### src/rtl/board_ctrl_if.sv
// Bundle of game-control inputs and board/result outputs between the menu/mouse
// logic and board_ctrl.
//   master : drives start_en, choice_en, first_color, xpos, ypos, mouse_left;
//            observes the board and result outputs
//   slave  : board_ctrl side (inverse directions)
interface board_ctrl_if;
    logic        start_en;
    logic        choice_en;
    logic        first_color;
    logic [11:0] xpos;
    logic [11:0] ypos;
    logic        mouse_left;
    logic [8:0]  square;
    logic [8:0]  square_color;
    logic        current_color;
    logic        game_over;
    logic        draw;
    logic        winner_color;

    modport master (
        output start_en, choice_en, first_color, xpos, ypos, mouse_left,
        input  square, square_color, current_color, game_over, draw, winner_color
    );

    modport slave (
        input  start_en, choice_en, first_color, xpos, ypos, mouse_left,
        output square, square_color, current_color, game_over, draw, winner_color
    );
endinterface

### src/rtl/board_ctrl.sv
// Tic-tac-toe game-state controller. Maps left-click edges to board squares,
// alternates turns between blue (0) and yellow (1), and detects win or draw.
// Ports:
//   pclk : pixel clock
//   rst  : synchronous active-low reset
//   bus  : board_ctrl_if.slave (control inputs, mouse, board/result outputs)
module board_ctrl #(
    parameter logic [11:0] COL1_END = 12'd338,
    parameter logic [11:0] COL2_END = 12'd676,
    parameter logic [11:0] H_MAX    = 12'd1023,
    parameter logic [11:0] ROW1_END = 12'd251,
    parameter logic [11:0] ROW2_END = 12'd502,
    parameter logic [11:0] V_MAX    = 12'd767
) (
    input  logic         pclk,
    input  logic         rst,
    board_ctrl_if.slave  bus
);

    typedef enum logic [1:0] {StIdle, StPlay, StCheck, StOver} state_e;

    state_e     state_q, state_d;
    logic       mouse_left_q;
    logic [8:0] square_q, square_d;
    logic [8:0] color_q, color_d;
    logic       cur_q, cur_d;
    logic       over_q, over_d;
    logic       draw_q, draw_d;
    logic       win_col_q, win_col_d;

    logic       click;
    logic [1:0] col, row;
    logic       col_ok, row_ok;
    logic [3:0] idx;
    logic [8:0] sel;
    logic       win_any, win_color;

    assign click = bus.mouse_left && !mouse_left_q;

    always_comb begin
        col    = 2'd0;
        col_ok = 1'b1;
        if (bus.xpos <= COL1_END)      col = 2'd0;
        else if (bus.xpos <= COL2_END) col = 2'd1;
        else if (bus.xpos <= H_MAX)    col = 2'd2;
        else                           col_ok = 1'b0;

        row    = 2'd0;
        row_ok = 1'b1;
        if (bus.ypos <= ROW1_END)      row = 2'd0;
        else if (bus.ypos <= ROW2_END) row = 2'd1;
        else if (bus.ypos <= V_MAX)    row = 2'd2;
        else                           row_ok = 1'b0;
    end

    assign idx = {2'b00, row} * 4'd3 + {2'b00, col};
    assign sel = 9'd1 << idx;

    function automatic logic line_full(input logic [8:0] sq, input logic [8:0] c,
                                       input int a, input int b, input int d);
        return sq[a] && sq[b] && sq[d] && (c[a] == c[b]) && (c[b] == c[d]);
    endfunction

    // First matching line decides the colour; two winning colours cannot coexist.
    always_comb begin
        win_any   = 1'b0;
        win_color = 1'b0;
        if (line_full(square_q, color_q, 0, 1, 2)) begin win_any = 1'b1; win_color = color_q[0]; end
        else if (line_full(square_q, color_q, 3, 4, 5)) begin win_any = 1'b1; win_color = color_q[3]; end
        else if (line_full(square_q, color_q, 6, 7, 8)) begin win_any = 1'b1; win_color = color_q[6]; end
        else if (line_full(square_q, color_q, 0, 3, 6)) begin win_any = 1'b1; win_color = color_q[0]; end
        else if (line_full(square_q, color_q, 1, 4, 7)) begin win_any = 1'b1; win_color = color_q[1]; end
        else if (line_full(square_q, color_q, 2, 5, 8)) begin win_any = 1'b1; win_color = color_q[2]; end
        else if (line_full(square_q, color_q, 0, 4, 8)) begin win_any = 1'b1; win_color = color_q[0]; end
        else if (line_full(square_q, color_q, 2, 4, 6)) begin win_any = 1'b1; win_color = color_q[2]; end
    end

    always_comb begin
        state_d   = state_q;
        square_d  = square_q;
        color_d   = color_q;
        cur_d     = cur_q;
        over_d    = over_q;
        draw_d    = draw_q;
        win_col_d = win_col_q;

        if (!bus.start_en) begin
            state_d   = StIdle;
            square_d  = 9'd0;
            color_d   = 9'd0;
            over_d    = 1'b0;
            draw_d    = 1'b0;
            win_col_d = 1'b0;
        end else begin
            unique case (state_q)
                StIdle: begin
                    square_d  = 9'd0;
                    color_d   = 9'd0;
                    over_d    = 1'b0;
                    draw_d    = 1'b0;
                    win_col_d = 1'b0;
                    if (!bus.choice_en) begin
                        cur_d   = bus.first_color;
                        state_d = StPlay;
                    end
                end
                StPlay: begin
                    if (!bus.choice_en && click && col_ok && row_ok && ((square_q & sel) == 9'd0)) begin
                        square_d = square_q | sel;
                        color_d  = cur_q ? (color_q | sel) : (color_q & ~sel);
                        state_d  = StCheck;
                    end
                end
                StCheck: begin
                    if (win_any) begin
                        over_d    = 1'b1;
                        draw_d    = 1'b0;
                        win_col_d = win_color;
                        state_d   = StOver;
                    end else if (&square_q) begin
                        over_d  = 1'b1;
                        draw_d  = 1'b1;
                        state_d = StOver;
                    end else begin
                        cur_d   = ~cur_q;
                        state_d = StPlay;
                    end
                end
                StOver: ;
                default: state_d = StIdle;
            endcase
        end
    end

    always_ff @(posedge pclk) begin
        if (!rst) begin
            state_q      <= StIdle;
            mouse_left_q <= 1'b0;
            square_q     <= 9'd0;
            color_q      <= 9'd0;
            cur_q        <= 1'b0;
            over_q       <= 1'b0;
            draw_q       <= 1'b0;
            win_col_q    <= 1'b0;
        end else begin
            state_q      <= state_d;
            mouse_left_q <= bus.mouse_left;
            square_q     <= square_d;
            color_q      <= color_d;
            cur_q        <= cur_d;
            over_q       <= over_d;
            draw_q       <= draw_d;
            win_col_q    <= win_col_d;
        end
    end

    assign bus.square        = square_q;
    assign bus.square_color  = color_q;
    assign bus.current_color = cur_q;
    assign bus.game_over     = over_q;
    assign bus.draw          = draw_q;
    assign bus.winner_color  = win_col_q;

endmodule

### src/flat_wrapper.sv
// flat-port wrapper written by rule: the top's interface ports become plain ports
module board_ctrl_flat 
#(
    parameter logic [11:0] COL1_END = 12'd338,
    parameter logic [11:0] COL2_END = 12'd676,
    parameter logic [11:0] H_MAX    = 12'd1023,
    parameter logic [11:0] ROW1_END = 12'd251,
    parameter logic [11:0] ROW2_END = 12'd502,
    parameter logic [11:0] V_MAX    = 12'd767
)
  (pclk, rst, bus_start_en, bus_choice_en, bus_first_color, bus_xpos, bus_ypos, bus_mouse_left, bus_square, bus_square_color, bus_current_color, bus_game_over, bus_draw, bus_winner_color);
  board_ctrl_if bus_i ();
  input  logic pclk;
  input  logic rst;
  input wire logic [$bits(bus_i.start_en)-1:0] bus_start_en;
  input wire logic [$bits(bus_i.choice_en)-1:0] bus_choice_en;
  input wire logic [$bits(bus_i.first_color)-1:0] bus_first_color;
  input wire logic [$bits(bus_i.xpos)-1:0] bus_xpos;
  input wire logic [$bits(bus_i.ypos)-1:0] bus_ypos;
  input wire logic [$bits(bus_i.mouse_left)-1:0] bus_mouse_left;
  output wire logic [$bits(bus_i.square)-1:0] bus_square;
  output wire logic [$bits(bus_i.square_color)-1:0] bus_square_color;
  output wire logic [$bits(bus_i.current_color)-1:0] bus_current_color;
  output wire logic [$bits(bus_i.game_over)-1:0] bus_game_over;
  output wire logic [$bits(bus_i.draw)-1:0] bus_draw;
  output wire logic [$bits(bus_i.winner_color)-1:0] bus_winner_color;
  assign bus_i.start_en = bus_start_en;
  assign bus_i.choice_en = bus_choice_en;
  assign bus_i.first_color = bus_first_color;
  assign bus_i.xpos = bus_xpos;
  assign bus_i.ypos = bus_ypos;
  assign bus_i.mouse_left = bus_mouse_left;
  assign bus_square = bus_i.square;
  assign bus_square_color = bus_i.square_color;
  assign bus_current_color = bus_i.current_color;
  assign bus_game_over = bus_i.game_over;
  assign bus_draw = bus_i.draw;
  assign bus_winner_color = bus_i.winner_color;
  board_ctrl #(.COL1_END(COL1_END), .COL2_END(COL2_END), .H_MAX(H_MAX), .ROW1_END(ROW1_END), .ROW2_END(ROW2_END), .V_MAX(V_MAX)) u_core (.pclk(pclk), .rst(rst), .bus(bus_i));
endmodule
### config.mk
export PLATFORM = sky130hd
export DESIGN_NAME = board_ctrl_flat
export DESIGN_NICKNAME = d
export VERILOG_FILES = /design/src/rtl/board_ctrl_if.sv /design/src/rtl/board_ctrl.sv /design/src/flat_wrapper.sv
export SDC_FILE = /design/constraint.sdc
export NUM_CORES = 1
export LEC_CHECK = 0
export ABC_AREA = 1
export CORE_MARGIN = 2
export CORE_UTILIZATION = 50
export CTS_BUF_LIST = sky130_fd_sc_hd__clkbuf_8
export DETAILED_ROUTE_END_ITERATION = 6
export DONT_BUFFER_PORTS = 1
export PLACE_DENSITY = 0.66
export SETUP_SLACK_MARGIN = 0.1
export SLEW_MARGIN = 25
export SYNTH_ARGS = -nofsm -noshare
export SYNTH_HDL_FRONTEND = slang
export SYNTH_SLANG_ARGS = --single-unit
### constraint.sdc
create_clock -name pclk -period 10.8 [get_ports pclk]
set_clock_uncertainty 0.2 [all_clocks]
set_input_delay 2.16 -clock pclk [delete_from_list [all_inputs] [get_ports pclk]]
set_output_delay 2.16 -clock pclk [all_outputs]
set_load 0.03 [all_outputs]
==> results.md, run 1 <==
- The flow ran to the end, and the final reports show no timing, DRC or antenna violations.
- The path with the worst hold slack has its endpoint at u_core.state_q[0].
- The worst ir drop on vdd is 0.0000588 V.
- By area the synthesized netlist is led by sky130_fd_sc_hd__dfxtp_1 (25%), sky130_fd_sc_hd__nand2_1 (16%), sky130_fd_sc_hd__inv_1 (8.5%).
- In the synthesized netlist, the cells that appear most often are sky130_fd_sc_hd__nand2_1 (87), sky130_fd_sc_hd__inv_1 (45), sky130_fd_sc_hd__nor2_1 (27), sky130_fd_sc_hd__dfxtp_1 (25), sky130_fd_sc_hd__o21ai_0 (25).
- At the worst endpoint, the required time is 10.77 ns.
- The reg-to-reg startpoint is u_core.bus.square_color[6].
- The library cell with the highest instance count after synthesis is sky130_fd_sc_hd__nand2_1.
- The largest net degree at the start of global routing is 16.
- The data arrival time of the critical path is 5.42 ns.
- Summing all placed instances gives a cell area of 2030 sq um.
- Pin placement for this block handled 52 I/O pins.
- The final critical-path setup slack is 5.35 ns.
- The clock-pin slew on the worst setup and hold paths is 0.09 ns.
- The tree is rooted in a sky130_fd_sc_hd__clkbuf_8.
- Summing every instance area after synthesis gives 1990 sq um.
- For this design the ratio of total power to cell area is 95.6 nW/um^2.
- The number of flops mapped to enable cells by yosys is 0.
- The static leakage power is 0.894 nW.
- Setup slack on the worst reg-to-reg path comes out at 8.59 ns.
- The main flop type after synthesis is sky130_fd_sc_hd__dfxtp_1.
- Sequential elements use 25.2% of the synthesized area.
- The worst hold-check path type is reg -> reg.
- The TritonCTS clock tree is built.
- The upper clock frequency limit is 184 MHz.
- The number of global-route vias before repair is 1904.
- Port buffering added 0 buffers.
- The worst register-to-register path ends at u_core.bus.game_over.
- The die width is 67.1 um.
- Across the run, the number of max-cap violations was 0.
- The repair_antennas step left the layout with diodes totalling 0.
- The detailed-route via count is 2045.
- The count of endpoints failing hold in the final timing report came to 0.
- At the pin with the least slew margin, the transition time is 0.630 ns.
- The number of core rows is 22.
- The number of pins exceeding their max-slew limit in the final report is 0.
- The post-route DRC violation count is 0.
- The headroom to the max-slew limit is 57.9%.
- The placeable core region is 3740 sq um.
- The cell-internal power is 0.133 mW.
- The worst setup path is launched from a primary input.
- The first detailed-routing pass took 4 iterations.
- The area growth from synthesis to layout is 4.40%.
- The switching component of the power is 0.0658 mW.
- The worst hold path begins at u_core.state_q[0].
- Synthesis instantiated 31 different standard cells from the library.
- The first global-routing pass estimated 8620 um of wire.
- Setup repair after global routing left no endpoint under its margin.
- The worst hold path passes through 2 cells.
- Across every metal layer, demand over resource in global routing totals 25.1%.
- The fraction of post-synthesis cell area in the top cell type by area is 25.2%.
- After filler insertion, the fill cell instance count of the layout stands at 401.
- The via count normalized by instance count is 5.50.
- In this run, synthesis produced a sequential element count of 25.
- The largest driver fanout on the critical path is 12.
- After global routing the overflow that remains totals 0.
- The post-route netlist has 11.4% of its cells at a drive strength greater than 1.
- The pre-CTS setup slack is 5.06 ns.
- The sum of negative setup slack is 0 ns.
- Of the available clock period, the critical path in the final layout requires 50.4%.
- The die is 67.1 um tall.
- Subtracting the final worst setup slack from the clock period gives 5.45 ns.
- The source of the critical timing path is bus_ypos[8].
- The effective utilization at floorplan is 53.1%.
- The full die area is 4500 sq um.
- The class of the most critical setup path is in -> reg.
- With fillers left out, the area of the finished cells amounts to 2080 sq um.
- The mean routed wirelength per cell is 14.0 um.
- Of the total power, registers draw 49.7%.
- The number of nets at the end of the flow is 363.
- The worst register-to-register path has a depth of 10.
- The number of buffers inserted to repair setup after CTS is 0.
- The maximum clock insertion buffer count is 2.
- Counting every sink on the clock net gives 25.
- Counting every net in the synthesized netlist gives 361.
- The final weighted congestion in routability-driven placement is 0.942.
- Buffers inserted to repair hold after CTS numbered 0.
- The worst hold-check slack is 0.345 ns.
- In this run switching power makes up 33.1% of total power.
- The number of antenna violations at the first check in global routing was 0.
- The later pin in the worst-skew pair is clocked with a latency of 0.27 ns.
- The number of H-tree levels is 1.
- The count of antenna-violating nets left after detailed routing is 0.
- After detailed routing, the total wire length is 5200 um.
- Per report_power, the clock group accounts for 28.8% of the total.
- The final count of negative-setup-slack endpoints is 0.
- In this run, CTS created clock tree buffers numbering 3.
- The synthesis warning total is 0.
- The number of gates resized after CTS was 0.
- The share of flip-flops with an asynchronous set or reset after synthesis is 0%.
- Averaged over all synthesized cells, the footprint is 6.16 sq um.
- After the first detailed-routing iteration, the DRC count stood at 145.
- Of all cell types, the one taking the most synthesized area is sky130_fd_sc_hd__dfxtp_1.
- After technology mapping, the gate count stands at 323.
- The proportion of power drawn by combinational gates is 21.5%.
- The worst setup path is captured at a flip-flop.
- The wire-length estimate of the detail-placed layout is 4250 um.
- Measured on the finished design, the core utilization comes to 55.5%.
==> worst max-delay path by stage <==
stage / endpoint / slack (ns)
global placement: u_core.bus.square_color[0] / 5.13
detailed placement: u_core.bus.square_color[0] / 5.06
finish: u_core.bus.square_color[0] / 5.35
global route: u_core.state_q[1] / 4.92
floorplan: u_core.bus.square_color[2] / 5.47
CTS: u_core.bus.square_color[0] / 5.35
==> cell usage in the layout (no fill, tap or decap), types with 3 or more instances in the layout <==
master and count:
sky130_fd_sc_hd__nand2_1 87, sky130_fd_sc_hd__inv_1 45, sky130_fd_sc_hd__nor2_1 27, sky130_fd_sc_hd__o21ai_0 25
sky130_fd_sc_hd__dfxtp_1 25, sky130_fd_sc_hd__a21oi_1 22, sky130_fd_sc_hd__nand3_1 21, sky130_fd_sc_hd__nor3_1 8
sky130_fd_sc_hd__nand4_1 8, sky130_fd_sc_hd__inv_2 7, sky130_fd_sc_hd__nand2_2 6, sky130_fd_sc_hd__nand3_2 6
sky130_fd_sc_hd__ha_1 6, sky130_fd_sc_hd__nor2_2 5, sky130_fd_sc_hd__clkbuf_8 3
==> through the flow <==
step | power, mW | std cells
after detailed placement | 0.143 | 368
after global placement | 0.143 | 368
after floorplan | 0.135 | 323
after CTS | 0.200 | 372
final | 0.199 | 372
after global routing | 0.211 | 372
==> power by group through the flow <==
stage / clock, mW / combinational [mW] / sequential (mW)
floorplan: 0 / 0.0351 / 0.100
global placement: 0 / 0.0417 / 0.101
detailed placement: 0 / 0.0423 / 0.101
CTS: 0.0589 / 0.0425 / 0.0987
global route: 0.0620 / 0.0494 / 0.0991
finish: 0.0572 / 0.0427 / 0.0987
==> final cells by class <==
type                    count  area, sq um  area share (%)
clock buffers               3         41.3            1.99
inverters                  52          195            9.40
flip-flops and latches     25          500            24.1
multi-input cells         243         1270            61.3
clock inverters             1         7.51           0.361
well taps                  48         60.1            2.89
==> cells by family (layout without fill, tap and decap cells) <==
logic type                 Yosys count  count (layout)  synth area share (%)
and+or+nand+nor                    178             178                  42.5
AOI/OAI and AO/OA                   57              57                  15.7
buffers and inverters               55              56                  10.9
DFF                                 25              25                  25.2
adders and majority gates            8               8                  5.79
==> worst max-delay path, cell delays in order <==
cell,delay [ns]
sky130_fd_sc_hd__a211o_1,0.32
sky130_fd_sc_hd__nor2_1,0.21
sky130_fd_sc_hd__inv_1,0.09
sky130_fd_sc_hd__fa_1,0.55
sky130_fd_sc_hd__inv_2,0.05
sky130_fd_sc_hd__ha_1,0.20
sky130_fd_sc_hd__fa_1,0.53
sky130_fd_sc_hd__inv_2,0.05
sky130_fd_sc_hd__nor2_2,0.15
sky130_fd_sc_hd__nand2_1,0.11
sky130_fd_sc_hd__inv_1,0.09
sky130_fd_sc_hd__nand2_1,0.06
sky130_fd_sc_hd__nand2_1,0.08
sky130_fd_sc_hd__nor2_1,0.04
sky130_fd_sc_hd__nand3b_1,0.09
sky130_fd_sc_hd__nor2_2,0.05
sky130_fd_sc_hd__nand2_4,0.18
sky130_fd_sc_hd__nand2_4,0.11
sky130_fd_sc_hd__nand2_2,0.13
sky130_fd_sc_hd__nand2_1,0.06
sky130_fd_sc_hd__nand3_1,0.06
sky130_fd_sc_hd__nor2_1,0.05
==> layer usage <==
| metal | track usage, % | wire [um] | vias to the layer above |
|---|---|---|---|
| li1 | - | - | 1059 |
| met1 | 32.5 | 2400 | 904 |
| met5 | 0 | 0 | - |
| met3 | 5.91 | 363 | 10 |
| met4 | 8.16 | 123 | 0 |
| met2 | 40.8 | 2310 | 72 |
==> flip-flops by register name, summed over array words and instances (netlist names) <==
| signal | count |
|---|---|
| u_core.bus.square_color | 9 |
| u_core.state_q | 2 |
| u_core.bus.game_over | 1 |
| u_core.bus.draw | 1 |
| u_core.bus.square | 9 |
| u_core.mouse_left_q | 1 |
| u_core.bus.current_color | 1 |
| u_core.bus.winner_color | 1 |
No activity file was read; power rests on OpenSTA's default activity.
==> inputs of run 2 (changes only) <==
==> constraint.sdc (replaced) <==
create_clock -name pclk -period 5.67 [get_ports pclk]
set_clock_uncertainty 0.2 [all_clocks]
set_input_delay 1.134 -clock pclk [delete_from_list [all_inputs] [get_ports pclk]]
set_output_delay 1.134 -clock pclk [all_outputs]
set_load 0.03 [all_outputs]
==> run 2 against run 1 <==
Die area stayed put; global-route usage hardly changed; register-to-register slack got worse by 5.1 ns; via count shrank 0.88%; first-iteration DRC count rose by 20%; sequential share of layout area stayed put; hold slack worse by 0.0042 ns; wire length is essentially flat; critical endpoint unchanged; largest cell class unchanged; highest routed layer unchanged.
==> results.md, run 2 (synthesis results as in run 1) <==
- The overall fraction of global-route tracks in use is 25.1% (about the same).
- The clock root buffer is sky130_fd_sc_hd__clkbuf_8 (unchanged).
- The static leakage power is 0.894 nW (unchanged).
- The clock latency on the worst-skew pair was 0.27 ns (about the same).
- The cell-internal power is 0.253 mW (was 0.133 mW).
- The worst ir drop on vdd is 0.000116 V (was 0.0000588 V).
- The clock-pin slew on the worst setup and hold paths came to 0.09 ns (about the same).
- The clock net sink count came to 25 (unchanged).
- The number of global-route vias before repair was 1926 (was 1904).
- The number of pins exceeding their max-slew limit in the final report is 0 (unchanged).
- For this run, the top clock speed supported by timing is 226 MHz.
- The first-pass GRT wire length is 8680 um (was 8620 um).
- The final count of negative-setup-slack endpoints was 0 (unchanged).
- The largest stage delay on the critical path is 0.56 ns (was 0.55 ns).
- The critical-path cell with the highest stage delay is sky130_fd_sc_hd__fa_1 (unchanged).
- The power per cell area is 183 nW/um^2 (was 95.6 nW/um^2).
- The number of violations of the max-capacitance limit is 0 (unchanged).
- The sum of overflow across all layers after global routing is 0 (unchanged).
- The post-route DRC violation count is 0 (unchanged).
- The iteration-0 DRC count of the detailed router is 174 (was 145).
- The detailed-route via count was 2027 (was 2045).
- The final critical path takes up 77.9% of the cycle.
- The final weighted congestion in routability-driven placement was 0.944 (was 0.942).
- The count of endpoints failing hold in the final timing report is 0 (unchanged).
- The proportion of power drawn by combinational gates is 21.2% (was 21.5%).
- The largest driver fanout on the critical path is 12 (unchanged).
- The count of antenna-violating nets left after detailed routing is 0 (unchanged).
- The time the final worst path needs with I/O delays and setup is 4.42 ns.
- The number of nets at the end of the flow was 363 (unchanged).
- The number of cell instances on the worst register-to-register path is 8 (was 10).
- The full die area is 4500 sq um (unchanged).
- The required time of the worst setup path is 5.64 ns (was 10.77 ns).
- The number of core rows is 22 (unchanged).
- The half-perimeter wire length of the detailed placement result is 4260 um (was 4250 um).
- The portion of total power attributed to the clock network was 29.2% (was 28.8%).
- The total wire length is 5200 um (about the same).
- The share of final-layout standard cells stronger than drive strength 1 is 11.4% (unchanged).
- Setup repair after global routing missed its margin: no (unchanged).
- The via count normalized by instance count was 5.45 (was 5.50).
- The switching component of the power is 0.127 mW (was 0.0658 mW).
- The worst setup slack for register-to-register paths was 3.45 ns (was 8.59 ns).
- The number of clock buffers inserted by TritonCTS was 3 (unchanged).
- The commonest non-fill, non-tap cell in the layout is sky130_fd_sc_hd__nand2_1 (unchanged).
- Status: finished clean (unchanged).
- The pre-CTS setup slack is 0.960 ns (was 5.06 ns).
- The number of input and output port buffers inserted is 0 (unchanged).
- The pin slew with the least headroom to its limit is 0.630 ns (about the same).
- The maximum clock insertion buffer count is 2 (unchanged).
- The worst hold-check path type was reg -> reg (unchanged).
- The number of H-tree levels is 1 (unchanged).
- The largest net degree at the start of global routing is 16 (unchanged).
- The switching share of total power is 33.3% (was 33.1%).
- The placeable core region is 3740 sq um (unchanged).
- The class of the most critical setup path is in -> reg (unchanged).
- The post-CTS resize count is 0 (unchanged).
- The die width is 67.1 um (unchanged).
- The TritonCTS clock tree is built (unchanged).
- The effective utilization at floorplan is 53.1% (unchanged).
- The layout-stage area growth over the synthesis result is 4.40% (unchanged).
- The mean routed wirelength per cell was 14.0 um (about the same).
- The final critical-path setup slack came to 1.25 ns (was 5.35 ns).
- The placement-stage cell area is 2030 sq um (unchanged).
- Highest-count cells in the layout ignoring fill and taps: sky130_fd_sc_hd__nand2_1 (87), sky130_fd_sc_hd__inv_1 (45), sky130_fd_sc_hd__nor2_1 (27), sky130_fd_sc_hd__o21ai_0 (25), sky130_fd_sc_hd__dfxtp_1 (25) (unchanged).
- The headroom to the max-slew limit is 57.9% (about the same).
- The number of antenna repair diodes was 0 (unchanged).
- The number of iterations in the first detailed-routing pass is 4 (unchanged).
- The cts-stage hold buffer count came to 0 (unchanged).
- The vertical die dimension is 67.1 um (unchanged).
- The library cell appearing most often on the critical path was sky130_fd_sc_hd__nand2_1 (unchanged).
- The cell depth of the worst min-delay path is 2 (unchanged).
- The nature of the critical path startpoint is a primary input (unchanged).
- The number of placed I/O pins is 52 (unchanged).
- The type of destination of the critical path was a flip-flop (unchanged).
- The cell area after layout is 2080 sq um (unchanged).
- The number of buffers inserted to repair setup after CTS is 0 (unchanged).
- The data arrival time of the critical path was 4.39 ns (was 5.42 ns).
- The sum of negative setup slack is 0 ns (unchanged).
- The sequential cell fraction of total power is 49.6% (was 49.7%).
- The number of antenna violations at the first check in global routing is 0 (unchanged).
[run 2: cell counts in the layout (fill, tap and decap cells not counted)]
No cell type changed its count.
[run 2: worst paths after layout]
| path | startpoint | endpoint |
|---|---|---|
| setup reg to reg | u_core.bus.square[2] | u_core.bus.game_over |
| hold reg to reg | u_core.state_q[0] | u_core.state_q[0] |
| setup / recovery | bus_ypos[5] | u_core.bus.square_color[0] |
| hold / removal | u_core.state_q[0] | u_core.state_q[0] |
[run 2: critical path: cells and delay by family]
family,cells,cell delay (ns)
AND/OR/NAND/NOR,18,1.64
adder cells (fa/ha/maj),3,1.30
buffers and inverters,5,0.32
[run 2: layout make-up]
type / instances / area (sq um)
Clock inverter: 1 / 7.51
Clock buffer: 3 / 41.3
Inverter: 52 / 195
Tap cell: 48 / 60.1
Sequential cell: 25 / 500
Fill cell: 431 / 1670
Multi-Input combinational cell: 243 / 1270
[run 2: power by group through the flow]
stage,logic (mW),registers (mW),clock network (mW)
finish,0.0805,0.188,0.111
global route,0.0940,0.189,0.119
CTS,0.0806,0.188,0.113
detailed placement,0.0802,0.192,0
global placement,0.0793,0.192,0
floorplan,0.0669,0.190,0
[run 2: metal layers]
metal	vias to the layer above	wire length [um]	part of all wire, %	track usage [%]
li1	1055	-	-	-
met1	893	2310	44	32.3
met2	67	2370	46	41.8
met3	12	379	7.3	4.56
met4	0	136	2.6	8.42
met5	-	0	0	0
[run 2: through the flow]
step	utilization (%)	std cells	power (mW)	hold WS, ns
detailed placement	54.2	368	0.272	0.338
finish	55.5	372	0.380	0.341
global route	55.5	372	0.402	0.381
global placement	54.2	368	0.271	0.334
floorplan	-	323	0.257	0.293
CTS	55.5	372	0.382	0.352
==> inputs of run 3 (changes only) <==
--- a/config.mk
+++ b/config.mk
@@ -11,7 +11,7 @@
 export CTS_BUF_LIST = sky130_fd_sc_hd__clkbuf_8
 export DETAILED_ROUTE_END_ITERATION = 6
 export DONT_BUFFER_PORTS = 1
-export PLACE_DENSITY = 0.66
+export PLACE_DENSITY = 0.69
 export SETUP_SLACK_MARGIN = 0.1
 export SLEW_MARGIN = 25
 export SYNTH_ARGS = -nofsm -noshare
==> constraint.sdc (replaced) <==
create_clock -name pclk -period 3.58 [get_ports pclk]
set_clock_uncertainty 0.2 [all_clocks]
set_input_delay 0.716 -clock pclk [delete_from_list [all_inputs] [get_ports pclk]]
set_output_delay 0.716 -clock pclk [all_outputs]
set_load 0.03 [all_outputs]
==> run 3 against run 2 <==
The flow now finishes with violations (negative setup slack); via count rose by 11%; worst setup slack got worse by 1.5 ns; sequential share of layout area fell by 4.5 points; clock power rose by 56%; critical path depth fell by 7; hold slack got worse by 0.0096 ns; utilization rose by 13 points; power rose by 76%; combinational power rose by 140%; cell area rose by 23%; die area did not move; highest routed layer unchanged; sequential power rose by 59%; critical endpoint is now u_core.bus.square[8].
==> results.md, run 3 (synthesis results as in run 1) <==
- Static timing analysis puts the maximum clock frequency at 262 MHz.
- The data arrival time of the critical path is 3.77 ns (was 4.39 ns).
- The static leakage power is 1.10 nW (was 0.894 nW).
- The clock latency on the worst-skew pair came to 0.27 ns (about the same).
- The number of pins exceeding their max-slew limit in the final report is 0 (unchanged).
- The power per cell area is 261 nW/um^2 (was 183 nW/um^2).
- The number of antenna repair diodes is 0 (unchanged).
- The final weighted congestion in routability-driven placement is 0.970 (was 0.944).
- The portion of total power attributed to the clock network came to 25.9% (was 29.2%).
- The checks that failed: negative setup slack.
- The clock-pin slew on the worst setup and hold paths is 0.10 ns (was 0.09 ns).
- The worst hold-check path type is in -> reg (was reg -> reg).
- The type of destination of the critical path is a flip-flop (unchanged).
- The number of input and output port buffers inserted is 0 (unchanged).
- The switching share of total power is 33.8% (was 33.3%).
- The via count normalized by instance count is 5.52 (was 5.45).
- The effective utilization at floorplan is 53.1% (unchanged).
- The pin slew with the least headroom to its limit is 0.743 ns (was 0.630 ns).
- The TritonCTS clock tree is built (unchanged).
- The number of antenna violations at the first check in global routing was 0 (unchanged).
- The switching component of the power was 0.225 mW (was 0.127 mW).
- The first-pass GRT wire length is 9800 um (was 8680 um).
- The class of the most critical setup path is in -> reg (unchanged).
- The full die area is 4500 sq um (unchanged).
- The worst setup slack for register-to-register paths is 1.34 ns (was 3.45 ns).
- The number of nets at the end of the flow is 400 (was 363).
- The half-perimeter wire length of the detailed placement result came to 4420 um (was 4260 um).
- The number of core rows came to 22 (unchanged).
- The clock root buffer is sky130_fd_sc_hd__clkbuf_8 (unchanged).
- The final count of negative-setup-slack endpoints is 20 (was 0).
- The detailed-route via count is 2256 (was 2027).
- The die width is 67.1 um (unchanged).
- The cell area after layout is 2550 sq um (was 2080 sq um).
- The number of violations of the max-capacitance limit is 0 (unchanged).
- The total wire length is 5830 um (was 5200 um).
- The reg-to-reg startpoint is u_core.bus.square_color[6] (was u_core.bus.square[2]).
- The commonest non-fill, non-tap cell in the layout is sky130_fd_sc_hd__nand2_1 (unchanged).
- The source of the critical timing path was bus_ypos[2] (was bus_ypos[5]).
- The mean routed wirelength per cell was 14.3 um (was 14.0 um).
- The number of iterations in the first detailed-routing pass came to 6 (was 4).
- The sequential cell fraction of total power came to 44.7% (was 49.6%).
- Setup repair after global routing missed its margin: yes (was no).
- The time the final worst path needs with I/O delays and setup is 3.82 ns.
- The post-route DRC violation count is 0 (unchanged).
- The sum of overflow across all layers after global routing is 0 (unchanged).
- The largest driver fanout on the critical path is 8 (was 12).
- The number of clock buffers inserted by TritonCTS came to 3 (unchanged).
- The iteration-0 DRC count of the detailed router was 260 (was 174).
- The total chip power is 0.667 mW (was 0.380 mW).
- The nature of the critical path startpoint is a primary input (unchanged).
- The number of global-route vias before repair is 2244 (was 1926).
- The headroom to the max-slew limit is 50.3% (was 57.9%).
- The worst setup path endpoint is u_core.bus.square[8] (was u_core.bus.square_color[0]).
- The clock net sink count is 25 (unchanged).
- The count of antenna-violating nets left after detailed routing came to 0 (unchanged).
- The layout-stage area growth over the synthesis result is 28.4% (was 4.40%).
- The placeable core region was 3740 sq um (unchanged).
- The vertical die dimension is 67.1 um (unchanged).
- The cell-internal power was 0.442 mW (was 0.253 mW).
- The worst ir drop on vdd came to 0.000194 V (was 0.000116 V).
- The launch instance of the worst min-delay path is bus_mouse_left (was u_core.state_q[0]).
- The number of placed I/O pins is 52 (unchanged).
- The placement-stage cell area is 2290 sq um (was 2030 sq um).
- The share of final-layout standard cells stronger than drive strength 1 is 29.4% (was 11.4%).
- The number of inserted filler cells in the final layout is 341 (was 431).
- The proportion of power drawn by combinational gates came to 29.4% (was 21.2%).
- The required time of the worst setup path is 3.53 ns (was 5.64 ns).
- Highest-count cells in the layout ignoring fill and taps: sky130_fd_sc_hd__nand2_1 (78), sky130_fd_sc_hd__inv_1 (41), sky130_fd_sc_hd__buf_4 (34), sky130_fd_sc_hd__dfxtp_1 (25), sky130_fd_sc_hd__nor2_1 (24) (was sky130_fd_sc_hd__nand2_1 (87), sky130_fd_sc_hd__inv_1 (45), sky130_fd_sc_hd__nor2_1 (27), sky130_fd_sc_hd__o21ai_0 (25), sky130_fd_sc_hd__dfxtp_1 (25)).
- The final critical-path setup slack was -0.240 ns (was 1.25 ns).
- The number of cell instances on the worst register-to-register path is 9 (was 8).
- The maximum clock insertion buffer count is 2 (unchanged).
- Dividing the final minimum period by the clock period gives 107%.
- The number of H-tree levels is 1 (unchanged).
- The count of endpoints failing hold in the final timing report is 0 (unchanged).
- The overall fraction of global-route tracks in use was 28.2% (was 25.1%).
- The largest net degree at the start of global routing is 16 (unchanged).
- The critical register-to-register path endpoint is u_core.bus.game_over (unchanged).
- Status: finished with violations (was finished clean).
run 3: cell types whose count changed in the layout (fill, tap and decap cells not counted), moves of 4 or more:
cell,change
sky130_fd_sc_hd__nand2_1,-9
sky130_fd_sc_hd__a21oi_1,-8
sky130_fd_sc_hd__nand2_2,+5
sky130_fd_sc_hd__inv_1,-4
sky130_fd_sc_hd__buf_4,+34
sky130_fd_sc_hd__a21oi_2,+8
run 3: how the worst min path moves through the flow:
stage,slack [ns],end,depth (start not counted)
floorplan,0.29,u_core.state_q[0],2
global placement,0.33,u_core.state_q[0],2
detailed placement,0.35,u_core.state_q[0],2
CTS,0.33,u_core.mouse_left_q,2
global route,0.34,u_core.mouse_left_q,2
finish,0.33,u_core.mouse_left_q,2
run 3: layout make-up:
class                      instances  area [sq um]  share of cell area (%)
inverter                          52           220                    8.62
sequential                        25           500                    19.6
clock buffer                       3          41.3                    1.62
timing repair buffer              37           289                    11.3
clock inverter                     1          7.51                   0.294
multi-input combinational        243          1440                    56.2
tap                               48          60.1                    2.35
run 3: power groups by stage:
stage	Clock, mW	Combinational (mW)	Sequential, mW
2_1_floorplan	0	0.111	0.302
3_3_place_gp	0	0.153	0.305
3_5_place_dp	0	0.155	0.305
4_1_cts	0.177	0.169	0.298
5_1_grt	0.185	0.218	0.299
6_report	0.173	0.196	0.298
run 3: worst max-delay path, stage by stage:
cell                      delay [ns]
sky130_fd_sc_hd__a31o_4         0.22
sky130_fd_sc_hd__nand3_2        0.05
sky130_fd_sc_hd__nand2_1        0.06
sky130_fd_sc_hd__inv_2          0.10
sky130_fd_sc_hd__o21ai_4        0.07
sky130_fd_sc_hd__fa_1           0.58
sky130_fd_sc_hd__inv_2          0.06
sky130_fd_sc_hd__ha_4           0.16
sky130_fd_sc_hd__fa_2           0.61
sky130_fd_sc_hd__inv_2          0.06
sky130_fd_sc_hd__nor2_4         0.14
sky130_fd_sc_hd__nand4_1        0.16
sky130_fd_sc_hd__nor2_2         0.19
sky130_fd_sc_hd__nor3_2         0.09
sky130_fd_sc_hd__nand2_4        0.14
sky130_fd_sc_hd__nand2_8        0.08
sky130_fd_sc_hd__buf_4          0.18
sky130_fd_sc_hd__nand2_4        0.05
sky130_fd_sc_hd__a21oi_2        0.05
run 3: repair_timing:
item                                    in CTS  in global routing
hold buffers                                 0                  0
setup buffers                                6                  5
gates cloned                                 0                  0
pin swaps                                   12                 15
resized for setup                           11                 29
endpoints found under the setup margin      20                 20
run 3: through the flow:
stage	TNS, ns	worst slack, ns	util (%)	hold WS [ns]	std cells
6_report	-3.93	-0.240	68.2	0.331	409
5_1_grt	-7.73	-0.427	68.2	0.344	409
4_1_cts	-1.53	-0.158	64.7	0.327	404
3_5_place_dp	-7.84	-0.495	61.1	0.349	394
3_3_place_gp	-7.46	-0.459	61.1	0.327	394
2_1_floorplan	-3.31	-0.220	-	0.293	323
run 3: metal layers:
layer  part of all wire [%]  wire length, um  up-vias  global-route usage, %
li1                       -                -     1126                      -
met1                     43             2480     1012                   35.5
met2                     48             2770      102                   48.1
met3                    7.6              444       16                   4.56
met4                    2.3              134        0                   9.95
met5                      0                0        -                      0
